File: config.mk
export PLATFORM = sky130hd
export DESIGN_NAME = spi_pwm_config
export DESIGN_NICKNAME = d
export VERILOG_FILES = /design/src/rtl/spi_pwm_config.sv
export SDC_FILE = /design/constraint.sdc
export NUM_CORES = 1
export LEC_CHECK = 0
export ABC_AREA = 1
export CORE_MARGIN = 2
export CORE_UTILIZATION = 35
export CTS_CLUSTER_DIAMETER = 40
export DETAILED_ROUTE_END_ITERATION = 10
export PLACE_DENSITY = 0.6
export SLEW_MARGIN = 15
export SYNTH_ARGS = -nofsm -noshare
export SYNTH_HDL_FRONTEND = slang
export SYNTH_SLANG_ARGS = --single-unit
File: constraint.sdc
create_clock -name clk -period 1.9 [get_ports clk]
set_input_delay 0.19 -clock clk [delete_from_list [all_inputs] [get_ports clk]]
set_output_delay 0.19 -clock clk [all_outputs]
set_load 0.005 [all_outputs]
File: src/rtl/spi_pwm_config.sv
`default_nettype none
// ============================================================================
// Module   : spi_pwm_config
// Purpose  : SPI mode-0 write-only configuration port for pwm_peripheral.
//            Receives 16-bit frames {R/W, addr[6:0], data[7:0]} MSB first and
//            commits write frames to one of five 8-bit registers.
// Ports    : clk, rst_n          - system clock, async active-low reset
//            sclk, copi, ncs     - SPI pins (asynchronous to clk)
//            cipo                - SPI readback data (0 unless SPI_READBACK_EN)
//            en_reg_out_7_0 .. pwm_duty_cycle - configuration registers
//            wr_strobe           - one-cycle pulse on each register commit
//            frame_err           - one-cycle pulse on each discarded frame
// Macro    : SPI_READBACK_EN - when defined, read frames shift the addressed
//            register out on cipo; otherwise cipo is tied low.
// Revision : 1.0 - initial release
// ============================================================================
module spi_pwm_config #(
   parameter int         SYNC_STAGES = 2,
   parameter logic [6:0] MAX_ADDR    = 7'h04
) (
   input  logic       clk,
   input  logic       rst_n,
   input  logic       sclk,
   input  logic       copi,
   input  logic       ncs,
   output logic       cipo,
   output logic [7:0] en_reg_out_7_0,
   output logic [7:0] en_reg_out_15_8,
   output logic [7:0] en_reg_pwm_7_0,
   output logic [7:0] en_reg_pwm_15_8,
   output logic [7:0] pwm_duty_cycle,
   output logic       wr_strobe,
   output logic       frame_err
);

   typedef enum logic [1:0] {
      ST_IDLE   = 2'd0,
      ST_SHIFT  = 2'd1,
      ST_COMMIT = 2'd2
   } state_t;

   localparam logic [4:0] c_FRAME_BITS = 5'd16;
   localparam logic [4:0] c_ADDR_BITS  = 5'd8;

   // ------------------------------------------------------------------
   // Input synchronizers plus one delay flop for edge detection
   // ------------------------------------------------------------------
   logic [SYNC_STAGES-1:0] r_sclk_sync;
   logic [SYNC_STAGES-1:0] r_copi_sync;
   logic [SYNC_STAGES-1:0] r_ncs_sync;
   logic                   r_sclk_dly;
   logic                   r_ncs_dly;

   always_ff @(posedge clk or negedge rst_n) begin
      if (!rst_n) begin
         r_sclk_sync <= '0;
         r_copi_sync <= '0;
         r_ncs_sync  <= '1;
         r_sclk_dly  <= 1'b0;
         r_ncs_dly   <= 1'b1;
      end else begin
         r_sclk_sync <= {r_sclk_sync[SYNC_STAGES-2:0], sclk};
         r_copi_sync <= {r_copi_sync[SYNC_STAGES-2:0], copi};
         r_ncs_sync  <= {r_ncs_sync[SYNC_STAGES-2:0], ncs};
         r_sclk_dly  <= r_sclk_sync[SYNC_STAGES-1];
         r_ncs_dly   <= r_ncs_sync[SYNC_STAGES-1];
      end
   end

   logic w_sclk_s, w_copi_s, w_ncs_s;
   logic w_sclk_rise, w_ncs_fall, w_ncs_rise;

   assign w_sclk_s    = r_sclk_sync[SYNC_STAGES-1];
   assign w_copi_s    = r_copi_sync[SYNC_STAGES-1];
   assign w_ncs_s     = r_ncs_sync[SYNC_STAGES-1];
   assign w_sclk_rise = w_sclk_s & ~r_sclk_dly;
   // ncs delay flop resets high, so ncs held low through reset release
   // still produces a falling edge and starts a frame.
   assign w_ncs_fall  = ~w_ncs_s & r_ncs_dly;
   assign w_ncs_rise  = w_ncs_s & ~r_ncs_dly;

   // ------------------------------------------------------------------
   // Frame capture and commit
   // ------------------------------------------------------------------
   state_t      r_state;
   logic [15:0] r_shift;
   logic [4:0]  r_count;
   logic [7:0]  r_en_out_lo, r_en_out_hi, r_en_pwm_lo, r_en_pwm_hi, r_duty;
   logic        r_wr_strobe, r_frame_err;

   logic       w_rw, w_full, w_addr_ok;
   logic [6:0] w_addr;
   logic [7:0] w_data;

   assign w_rw      = r_shift[15];
   assign w_addr    = r_shift[14:8];
   assign w_data    = r_shift[7:0];
   assign w_full    = (r_count == c_FRAME_BITS);
   assign w_addr_ok = (w_addr <= MAX_ADDR);

   always_ff @(posedge clk or negedge rst_n) begin
      if (!rst_n) begin
         r_state     <= ST_IDLE;
         r_shift     <= '0;
         r_count     <= '0;
         r_en_out_lo <= '0;
         r_en_out_hi <= '0;
         r_en_pwm_lo <= '0;
         r_en_pwm_hi <= '0;
         r_duty      <= '0;
         r_wr_strobe <= 1'b0;
         r_frame_err <= 1'b0;
      end else begin
         r_wr_strobe <= 1'b0;
         r_frame_err <= 1'b0;
         case (r_state)
            ST_IDLE: begin
               if (w_ncs_fall) begin
                  r_state <= ST_SHIFT;
                  r_count <= '0;
                  r_shift <= '0;
               end
            end
            ST_SHIFT: begin
               // Counter saturates at 16; surplus bits leave the frame intact.
               if (w_sclk_rise && !w_full) begin
                  r_shift <= {r_shift[14:0], w_copi_s};
                  r_count <= r_count + 5'd1;
               end
               if (w_ncs_rise) begin
                  r_state <= ST_COMMIT;
               end
            end
            ST_COMMIT: begin
               if (w_full && w_rw && w_addr_ok) begin
                  r_wr_strobe <= 1'b1;
                  case (w_addr)
                     7'h00:   r_en_out_lo <= w_data;
                     7'h01:   r_en_out_hi <= w_data;
                     7'h02:   r_en_pwm_lo <= w_data;
                     7'h03:   r_en_pwm_hi <= w_data;
                     7'h04:   r_duty      <= w_data;
                     default: ;
                  endcase
               end else if (!w_full || !w_addr_ok) begin
                  r_frame_err <= 1'b1;
               end
               // A very short ncs-high gap can show its fall during this
               // cycle; start the next frame directly so it is not lost.
               if (w_ncs_fall) begin
                  r_state <= ST_SHIFT;
                  r_count <= '0;
                  r_shift <= '0;
               end else begin
                  r_state <= ST_IDLE;
               end
            end
            default: r_state <= ST_IDLE;
         endcase
      end
   end

   assign en_reg_out_7_0  = r_en_out_lo;
   assign en_reg_out_15_8 = r_en_out_hi;
   assign en_reg_pwm_7_0  = r_en_pwm_lo;
   assign en_reg_pwm_15_8 = r_en_pwm_hi;
   assign pwm_duty_cycle  = r_duty;
   assign wr_strobe       = r_wr_strobe;
   assign frame_err       = r_frame_err;

   // ------------------------------------------------------------------
   // Optional readback shifter
   // ------------------------------------------------------------------
`ifdef SPI_READBACK_EN
   logic       w_sclk_fall;
   logic [7:0] w_rd_data;
   logic [7:0] r_tx;

   assign w_sclk_fall = ~w_sclk_s & r_sclk_dly;

   // After 8 bits the header sits in r_shift[7:0]: R/W at [7], address [6:0].
   always_comb begin
      w_rd_data = 8'h00;
      case (r_shift[6:0])
         7'h00:   w_rd_data = r_en_out_lo;
         7'h01:   w_rd_data = r_en_out_hi;
         7'h02:   w_rd_data = r_en_pwm_lo;
         7'h03:   w_rd_data = r_en_pwm_hi;
         7'h04:   w_rd_data = r_duty;
         default: w_rd_data = 8'h00;
      endcase
   end

   always_ff @(posedge clk or negedge rst_n) begin
      if (!rst_n) begin
         r_tx <= '0;
      end else if (r_state != ST_SHIFT) begin
         r_tx <= '0;
      end else if (w_sclk_fall) begin
         if (r_count == c_ADDR_BITS) begin
            r_tx <= (!r_shift[7] && (r_shift[6:0] <= MAX_ADDR)) ? w_rd_data : 8'h00;
         end else if (r_count > c_ADDR_BITS) begin
            r_tx <= {r_tx[6:0], 1'b0};
         end
      end
   end

   assign cipo = r_tx[7];
`else
   assign cipo = 1'b0;
`endif

endmodule
`default_nettype wire
# Yosys cells after proc, flatten, opt, wreduce, memory -nomap -nowiden
# Cells that the tools add are included.
# W data, S select, Z words.
# totals
latch_bits	0
mem_bits_ro	0
in_bits	5
reg_bits	73
memories	0
ram_bits	0
output_inout_bits	43
word_cells	66
# classes
bitwise	6
magnitude_cmp	1
shifts	0
addsub	1
n_reduce_logical	17
n_eq_ne	11
div_mod_pow	0
n_mul	0
muxes	15
# ops
op	n
$mux W16	2
$pmux W16 S2	1
$reduce_and A3 Y1	6
$eq A7 B2 Y1 const B	2
$mux W5	2
$pmux W5 S2	1
$eq A7 B1 Y1 const B	1
$eq A7 B3 Y1 const B	1
$le A7 B3 Y1 const B	1
$logic_not A7 Y1	1
$mux W1	6
$ne A2 B2 Y1 const B	3
$pmux W2 S3	1
$add A5 B1 Y5 const B	1
$eq A5 B5 Y1 const B	1
$mux W2	2
$and A1 B1 Y1	3
$logic_and A1 B1 Y1	3
$not A1 Y1	3
$eq A2 B1 Y1 const B	1
$eq A2 B2 Y1 const B	1
$logic_not A1 Y1	2
$logic_not A2 Y1	1
$ne A2 B1 Y1 const B	1
4 further kinds	4

# Depth between registers and ports, before layout
# Gate-level depths: netlist of the first run.
# depth
word_depth	6
depth_mapped	10

# Worst setup path after synthesis of the first run
# OpenSTA, ideal clock, no wires.
# synth_timing
path_kind	reg-to-reg
start	register r_count[0]
end	register r_en_out_lo[0] (netlist: en_reg_out_7_0[0])
slack_ps	400
path_buffers	0
arrival_ps	1383
path_stages_with_launch	10
t_required_ps	1783
path_cell_list	dfrtp_1 -> inv_1 -> ha_1 -> nand2_1 -> nor2_2 -> nand2_2 -> nor2_8 -> nand3_4 -> nand2_1 -> nand2_1
# synth_via
elab_chain_len	4
# synth_rtl
item	line_no	text
start, declared	87	logic [4:0] r_count;
start signal, assigned	128	r_count <= r_count + 5'd1;
$eq A5 B5 Y1	98	assign w_full = (r_count == c_FRAME_BITS);
$logic_and A1 B1 Y1 (2 in a row)	135	if (w_full && w_rw && w_addr_ok) begin
$reduce_and A3 Y1 (no source line)	--	
end signal, assigned	138	7'h00: r_en_out_lo <= w_data;
end, declared	88	logic [7:0] r_en_out_lo, r_en_out_hi, r_en_pwm_lo, r_en_pwm_hi, r_duty;
# Every way passes these cells.
# A chain may end at the register's enable or synchronous reset.

# Final worst setup path of the first run
# layout_timing
start	register r_count[0]
end	register r_duty[2] (netlist: pwm_duty_cycle[2])
# layout_via
elab_chain_len	4
# layout_rtl
item	line_no	text
$eq A5 B5 Y1	98	
$logic_and A1 B1 Y1 (2 in a row)	135	
$reduce_and A3 Y1 (no source line)	--	
end signal, assigned	142	7'h04: r_duty <= w_data;
end, declared	88	
# Every way passes these cells.

==> results.md, run 1 <==
* Tmin final at between 1.5 and 2 ns
* Hold endpoint: r_ncs_sync[0]
* Worst setup EP type: flop
* CTS tree: built
* PortBufs at 46
* Mapped cell area at approximately 3100 um^2
* Final core utilization at 45.3%
* RSZ-0062 raised after global routing: false
* # DRC at 0
* Worst Tran Pin Value at 0.618 ns
* Worst EP arrival at approximately 1.9 ns
* Status: complete, no violations
* Clk slew on worst S/H paths at 0.07 ns
* Peak supply drop at 376 uV
* Post-Route WL at between 6 and 7 mm
* Async set or reset register ratio after synthesis at 100%
* Post-DP HPWL at ~4.6 mm
* Hold Path Class: input pin to flop
* First-pass GRT wire length at between 10 and 15 mm
* Synth area leader: dfrtp_1
* Vias post-DR at 2,360
* GRT Overall Usage at between 10% and 20%
* Syn_nets at 318
* Vias in the first global route at 2,326
* Ranking of synthesized cells by area: dfrtp_1 56%, nand2_1 11%, nand4_1 8.0%
* Max-Cap Viols at 0
* Clk_skew at 0.0145 ns
* Final nets at 370
* Crit path kind: flop to flop
* Fillers at ~830
* Fmax at 595 MHz
* Min-Delay Startpoint: ncs
* Slew Viols, Final at 0
* Core area at 8680 um^2
* Drt pass-1 iters at 4
* Starting density of the core at between 30% and 40%
* Final hold violations at 0
* Yosys warnings at 0
* CP Launch Type: flop
* Area of the multi-input gates at about 1100 um^2
* Worst EP required at 2.13 ns
* Relative slew slack at 58.8%
* R2R depth at 10
* Synthesized area per cell at about 10 um^2
* Ant diodes at 0
* Antenna Nets Post-Route at 0
* Switching pwr at 753 uW
* Die Area at 9680 um^2
* Share of layout cells above drive strength 1 at approximately an eighth
* Hold Path Stages at 1
* P_int at 2.41 mW
* Area growth syn-to-layout at 26.0%
* Initial DRC Count at 123
* Clock buffer count from CTS at 9
* Synthesized flop and latch total at 73
* PD cells at 805 nW/um^2
* WL/cell at about 14 um
* Die Y at 98.4 um
* Clock sink count at 73
* Maximum fanout along the worst path at 20
* Final worst path period share at 88.4%
* Seq pwr share at a little over half
* Top_reg_cell synth: dfrtp_1
* Post-synth top area share at between 50 and 60%
* Chip width at 98.4 um
* Cell variety after synth at 29
* H-tree levels at 3
* CTS root buffer: clkbuf_8
* FF/Latch Area at 1830 um^2
* Final Setup Violations at 0
* Leakage power at 1.86 nW
* Power share of the clock group at between 40% and 50%
* Worst-Skew Late Latency at 0.35 ns
* Critical R2R Launch: r_count[0]
* # IOs at 48
* Switching Share at between 20% and 30%
* Vias per cell at about 5.0
* Global placement routability congestion at 0.847
* Seq/Total Area, Yosys at 58.7%
* R2R Setup Slk at 0.22 ns
* Synth Instances at just over 300
* CTS max path bufs at 2
* Post-synth EDFFs at 0
* Antenna violations before repair at 0
* Grt total ovfl at 0
* Combinational share of power at 6.0%
* Setup tns final at 0 ns
* Rows at 34
* RR Endpoint: pwm_duty_cycle[2]
* Largest net degree at the start of global routing at 46
* Most common cell in the netlist: nand2_1
* Commonest cells post-synth: 94 x nand2_1, 70 x dfrtp_1, 40 x nand4_1
## state kept, by name, summed over array words and instances, names as in the netlist, 5 cells and up
register,cells
en_reg_out_7_0,8
en_reg_pwm_15_8,8
r_shift,16
r_count,5
pwm_duty_cycle,8
en_reg_out_15_8,8
en_reg_pwm_7_0,8
## worst max-delay path, stage by stage (launching register included)
cell and delay, ns:
dfrtp_1 0.42, inv_1 0.09, ha_1 0.15, nand2_1 0.06
nor2_2 0.14, nand2_2 0.11, nor2_8 0.18, buf_12 0.18
nand3_4 0.12, nand2_1 0.10, nand2_1 0.05
## stage by stage
step / setup slack [ns] / total power [mW] / hold slack (ns) / instance area, um^2 / instances
CTS: 0.207 / 3.20 / 0.230 / 3930 / 476
floorplan: 0.400 / 1.79 / -0.106 / 3120 / 311
global placement: 0.272 / 1.87 / 0.240 / 3710 / 459
detailed placement: 0.219 / 1.88 / 0.240 / 3710 / 459
finish: 0.220 / 3.16 / 0.253 / 3930 / 476
global route: 0.0397 / 3.30 / 0.240 / 3930 / 476
## per-layer routing
| layer | track usage, % | up-vias | wire length [um] |
|---|---|---|---|
| met4 | 7.80 | 0 | 121 |
| met2 | 21.9 | 47 | 3040 |
| li1 | - | 1156 | - |
| met1 | 21.0 | 1148 | 3250 |
| met5 | 0 | - | 0 |
| met3 | 2.72 | 9 | 242 |
## kinds of logic after synthesis
| logic type | Yosys count | share of synthesized area (%) |
|---|---|---|
| compound gates | 23 | 4.41 |
| other cells | 1 | 0.120 |
| xor+xnor | 2 | 0.562 |
| fa+ha+maj | 2 | 0.802 |
| flops | 73 | 58.7 |
| buf+inv | 37 | 6.54 |
| simple gates | 173 | 28.9 |
## cell type report
cell class              count  share of cell area, %
clock buffers              11                   3.34
clock inverters             5                   2.07
inverters                  25                   2.39
multi-input cells         201                   27.6
flip-flops and latches     73                   46.6
well taps                 108                   3.44
repair buffers             53                   14.6
## cells in the final DEF (no fill, tap or decap), drive strengths merged, types with 7 or more instances in the layout
cell / synthesis / layout
inv: 25 / 25
clkdlybuf4s50: 0 / 45
nand3: 14 / 14
nor2: 18 / 18
clkbuf: 0 / 11
dfrtp: 70 / 70
o22ai: 15 / 15
nand4: 40 / 40
nand2: 97 / 97
buf: 12 / 7
## worst max path at each step
| stage | cells past startpoint | endpoint | start | slack [ns] |
|---|---|---|---|---|
| after CTS | 10 | en_reg_pwm_15_8[3] | r_count[0] | 0.21 |
| after global placement | 10 | pwm_duty_cycle[7] | r_count[0] | 0.27 |
| final | 10 | pwm_duty_cycle[2] | r_count[0] | 0.22 |
| after global routing | 9 | r_count[2] | r_count[0] | 0.04 |
| after detailed placement | 10 | en_reg_pwm_15_8[3] | r_count[0] | 0.22 |
| after floorplan | 9 | en_reg_out_7_0[0] | r_count[0] | 0.40 |
## power by group through the flow
| stage | registers [mW] | clock network [mW] | logic, mW |
|---|---|---|---|
| final | 1.66 | 1.31 | 0.191 |
| after global routing | 1.67 | 1.41 | 0.221 |
| after CTS | 1.66 | 1.35 | 0.196 |
| after detailed placement | 1.69 | 0 | 0.194 |
| after global placement | 1.69 | 0 | 0.185 |
| after floorplan | 1.67 | 0 | 0.121 |
## what timing repair did
action	in CTS	in global routing
resized for setup	0	0
hold endpoints to repair	19	0
buffers inserted	0	0
hold buffers	1	0
(Power assumes the default switching activity.)
==> inputs of run 2 (changes only) <==
Settings changed: SLEW_MARGIN 15 to 0.
==> results of run 2 <==
Same layout as run 1: the final DEF is identical, and so are final timing and power.
==> inputs of run 3 (changes only) <==
Settings changed: CAP_MARGIN set to 10, CORE_UTILIZATION 35 to 40, GPL_TIMING_DRIVEN set to 0, PLACE_DENSITY 0.6 to 0.66.
==> run 3 against run 2 <==
Against the previous run:
- power is 2.9% higher
- global-route usage up 1.8 points
- register-to-register slack about the same
- largest cell class unchanged
- die area is 12% lower
- critical path depth did not move
- sequential cell count is the same
- worst hold slack worse by 0.28 ns
- the run now ends with negative hold slack left
- non-clock buffer count rose by 9
==> results.md, run 3 (synthesized netlist as in run 1, its figures left out) <==
* Status: complete, but fails checks
* Failing checks: negative hold slack
* Ant diodes at 0 (unchanged)
* Vias post-DR at 2,349 (-0.47%)
* Worst setup EP type: flop
* Cell Count, Final, Fillers Out at 479 (+0.63%)
* PD cells at 816 nW/um^2 (+1.4%)
* # IOs at 48 (unchanged)
* Final core utilization at 52.1% (+6.9 points)
* Global placement routability congestion at 0.780 (-7.8%)
* CP Launch Type: flop
* Final worst slack at 0.229 ns (+0.00909 ns)
* Post-DP HPWL at 4.57 mm (-1.2%)
* Worst EP required at 2.17 ns (+0.04 ns)
* Die Y at 92.3 um (-6.2%)
* RR Endpoint: en_reg_out_15_8[5]
* Chip width at 92.3 um (-6.2%)
* CTS max path bufs at 2 (unchanged)
* Setup tns final at 0 ns (unchanged)
* Starting density of the core at 40.8% (+4.8 points)
* CTS root buffer: clkbuf_8
* Clk_skew at 0.00928 ns (-0.00523 ns)
* Most frequent cells in the layout: 94 x nand2_1, 70 x dfrtp_1, 45 x clkdlybuf4s50_1, 40 x nand4_1, 21 x inv_1
* Crit path kind: flop to flop
* CTS tree: built
* Drt pass-1 iters at 4 (unchanged)
* # DRC at 0 (unchanged)
* Final worst path period share at 87.9% (-0.48 points)
* Largest net degree at the start of global routing at 74 (+61%)
* Vias in the first global route at 2,263 (-2.7%)
* GRT Overall Usage at 16.7% (+1.8 points)
* First-pass GRT wire length at 11.1 mm (-3.0%)
* Hold Path Class: input pin to asynchronous set/reset pin
* Fmax at 599 MHz (+0.54%)
* Final Setup Violations at 0 (unchanged)
* Share of layout cells above drive strength 1 at 15.6% (+2.9 points)
* Clk slew on worst S/H paths at 0.07 ns (about the same)
* R2R depth at 10 (unchanged)
* Initial DRC Count at 168 (+37%)
* PortBufs at 46 (unchanged)
* Relative slew slack at 40.2% (-19 points)
* Die Area at 8520 um^2 (-12%)
* Antenna Nets Post-Route at 0 (unchanged)
* Worst-Skew Late Latency at 0.34 ns (about the same)
* Setup WS pre-CTS at 0.123 ns (-0.0962 ns)
* Post-Route WL at 6.69 mm (+0.50%)
* Final hold violations at 37 (+37)
* H-tree levels at 3 (unchanged)
* Leakage power at 1.92 nW (+3.3%)
* Core area at 7650 um^2 (-12%)
* Critical R2R Launch: r_count[0]
* Placed Instances at 459 (unchanged)
* Tmin final at 1.67 ns (-0.00909 ns)
* Grt total ovfl at 0 (unchanged)
* Peak supply drop at 386 uV (+2.8%)
* Min Hold Slack at -0.0223 ns (-0.275 ns)
* Final nets at 379 (+2.4%)
* Area growth syn-to-layout at 27.8%
* Most common cell after layout, fill and taps aside: nand2_1
* Clock sink count at 73 (unchanged)
* Maximum fanout along the worst path at 10 (-50%)
* Antenna violations before repair at 0 (unchanged)
* Slew Viols, Final at 0 (unchanged)
* Most flop-heavy register: r_shift
* Clock buffer count from CTS at 9 (unchanged)
* Max reg flops at 16 (unchanged)
* RSZ-0062 raised after global routing: false
* Worst EP arrival at 1.95 ns (+0.04 ns)
* Vias per cell at 4.90 (-1.1%)
* CTS Hold Bufs at 0 (-1)
* WL/cell at 14.0 um (-0.13%)
* R2R Setup Slk at 0.23 ns (about the same)
* Max-Cap Viols at 0 (unchanged)
* Rows at 32 (-5.9%)
* Worst Tran Pin Value at 0.896 ns (+0.278 ns)
==> run 3: per-stage QoR <==
step / cell area, um^2 / total power [mW]
finish: 3990 / 3.25
global route: 3990 / 3.40
CTS: 3940 / 3.29
detailed placement: 3700 / 1.88
global placement: 3710 / 1.87
floorplan: 3120 / 1.79
==> run 3: power by group <==
part	switching (mW)	internal (mW)
sequential	0.0581	1.60
clock	0.560	0.847
combinational	0.124	0.0617
==> run 3: area by class of cell <==
| cell class | instances | area, um^2 |
|---|---|---|
| tap | 102 | 128 |
| clock inverter | 4 | 73.8 |
| fill | 699 | 3660 |
| timing repair buffer | 50 | 500 |
| clock buffer | 12 | 165 |
| multi-input combinational | 201 | 1080 |
| sequential | 73 | 1830 |
| inverter | 25 | 93.8 |
| buffer | 12 | 111 |
==> run 3: what timing repair did <==
action / 4_1_cts / 5_1_grt
buffers inserted: 0 / 4
endpoints found under the setup margin: 0 / 11
resized for setup: 0 / 1
==> run 3: critical path, stage by stage (launching register included) <==
cell	delay, ns
dfrtp_1	0.41
inv_1	0.09
ha_1	0.14
nand2_1	0.05
nor2_2	0.15
nand2_2	0.11
nor2_8	0.16
buf_4	0.17
buf_8	0.13
nand4_1	0.10
nand2_1	0.09
==> run 3: worst max path at each step <==
stage          startpoint            endpoint  cells past startpoint
3_5_place_dp   r_count[0]         r_shift[10]                      8
6_report       r_count[0]  en_reg_out_15_8[5]                     10
2_1_floorplan  r_count[0]   en_reg_out_7_0[0]                      9
4_1_cts        r_count[0]         r_shift[10]                      8
3_3_place_gp        rst_n           wr_strobe                      1
5_1_grt        r_count[0]         r_shift[10]                      9
==> run 3: layer usage <==
layer	global-route usage [%]	share of wire (%)	up-vias	routed length, um
met1	22.8	48	1111	3190
li1	-	-	1184	-
met4	5.97	1.2	0	79
met2	26.7	48	44	3210
met5	0	0	-	0
met3	3.25	3.1	10	204
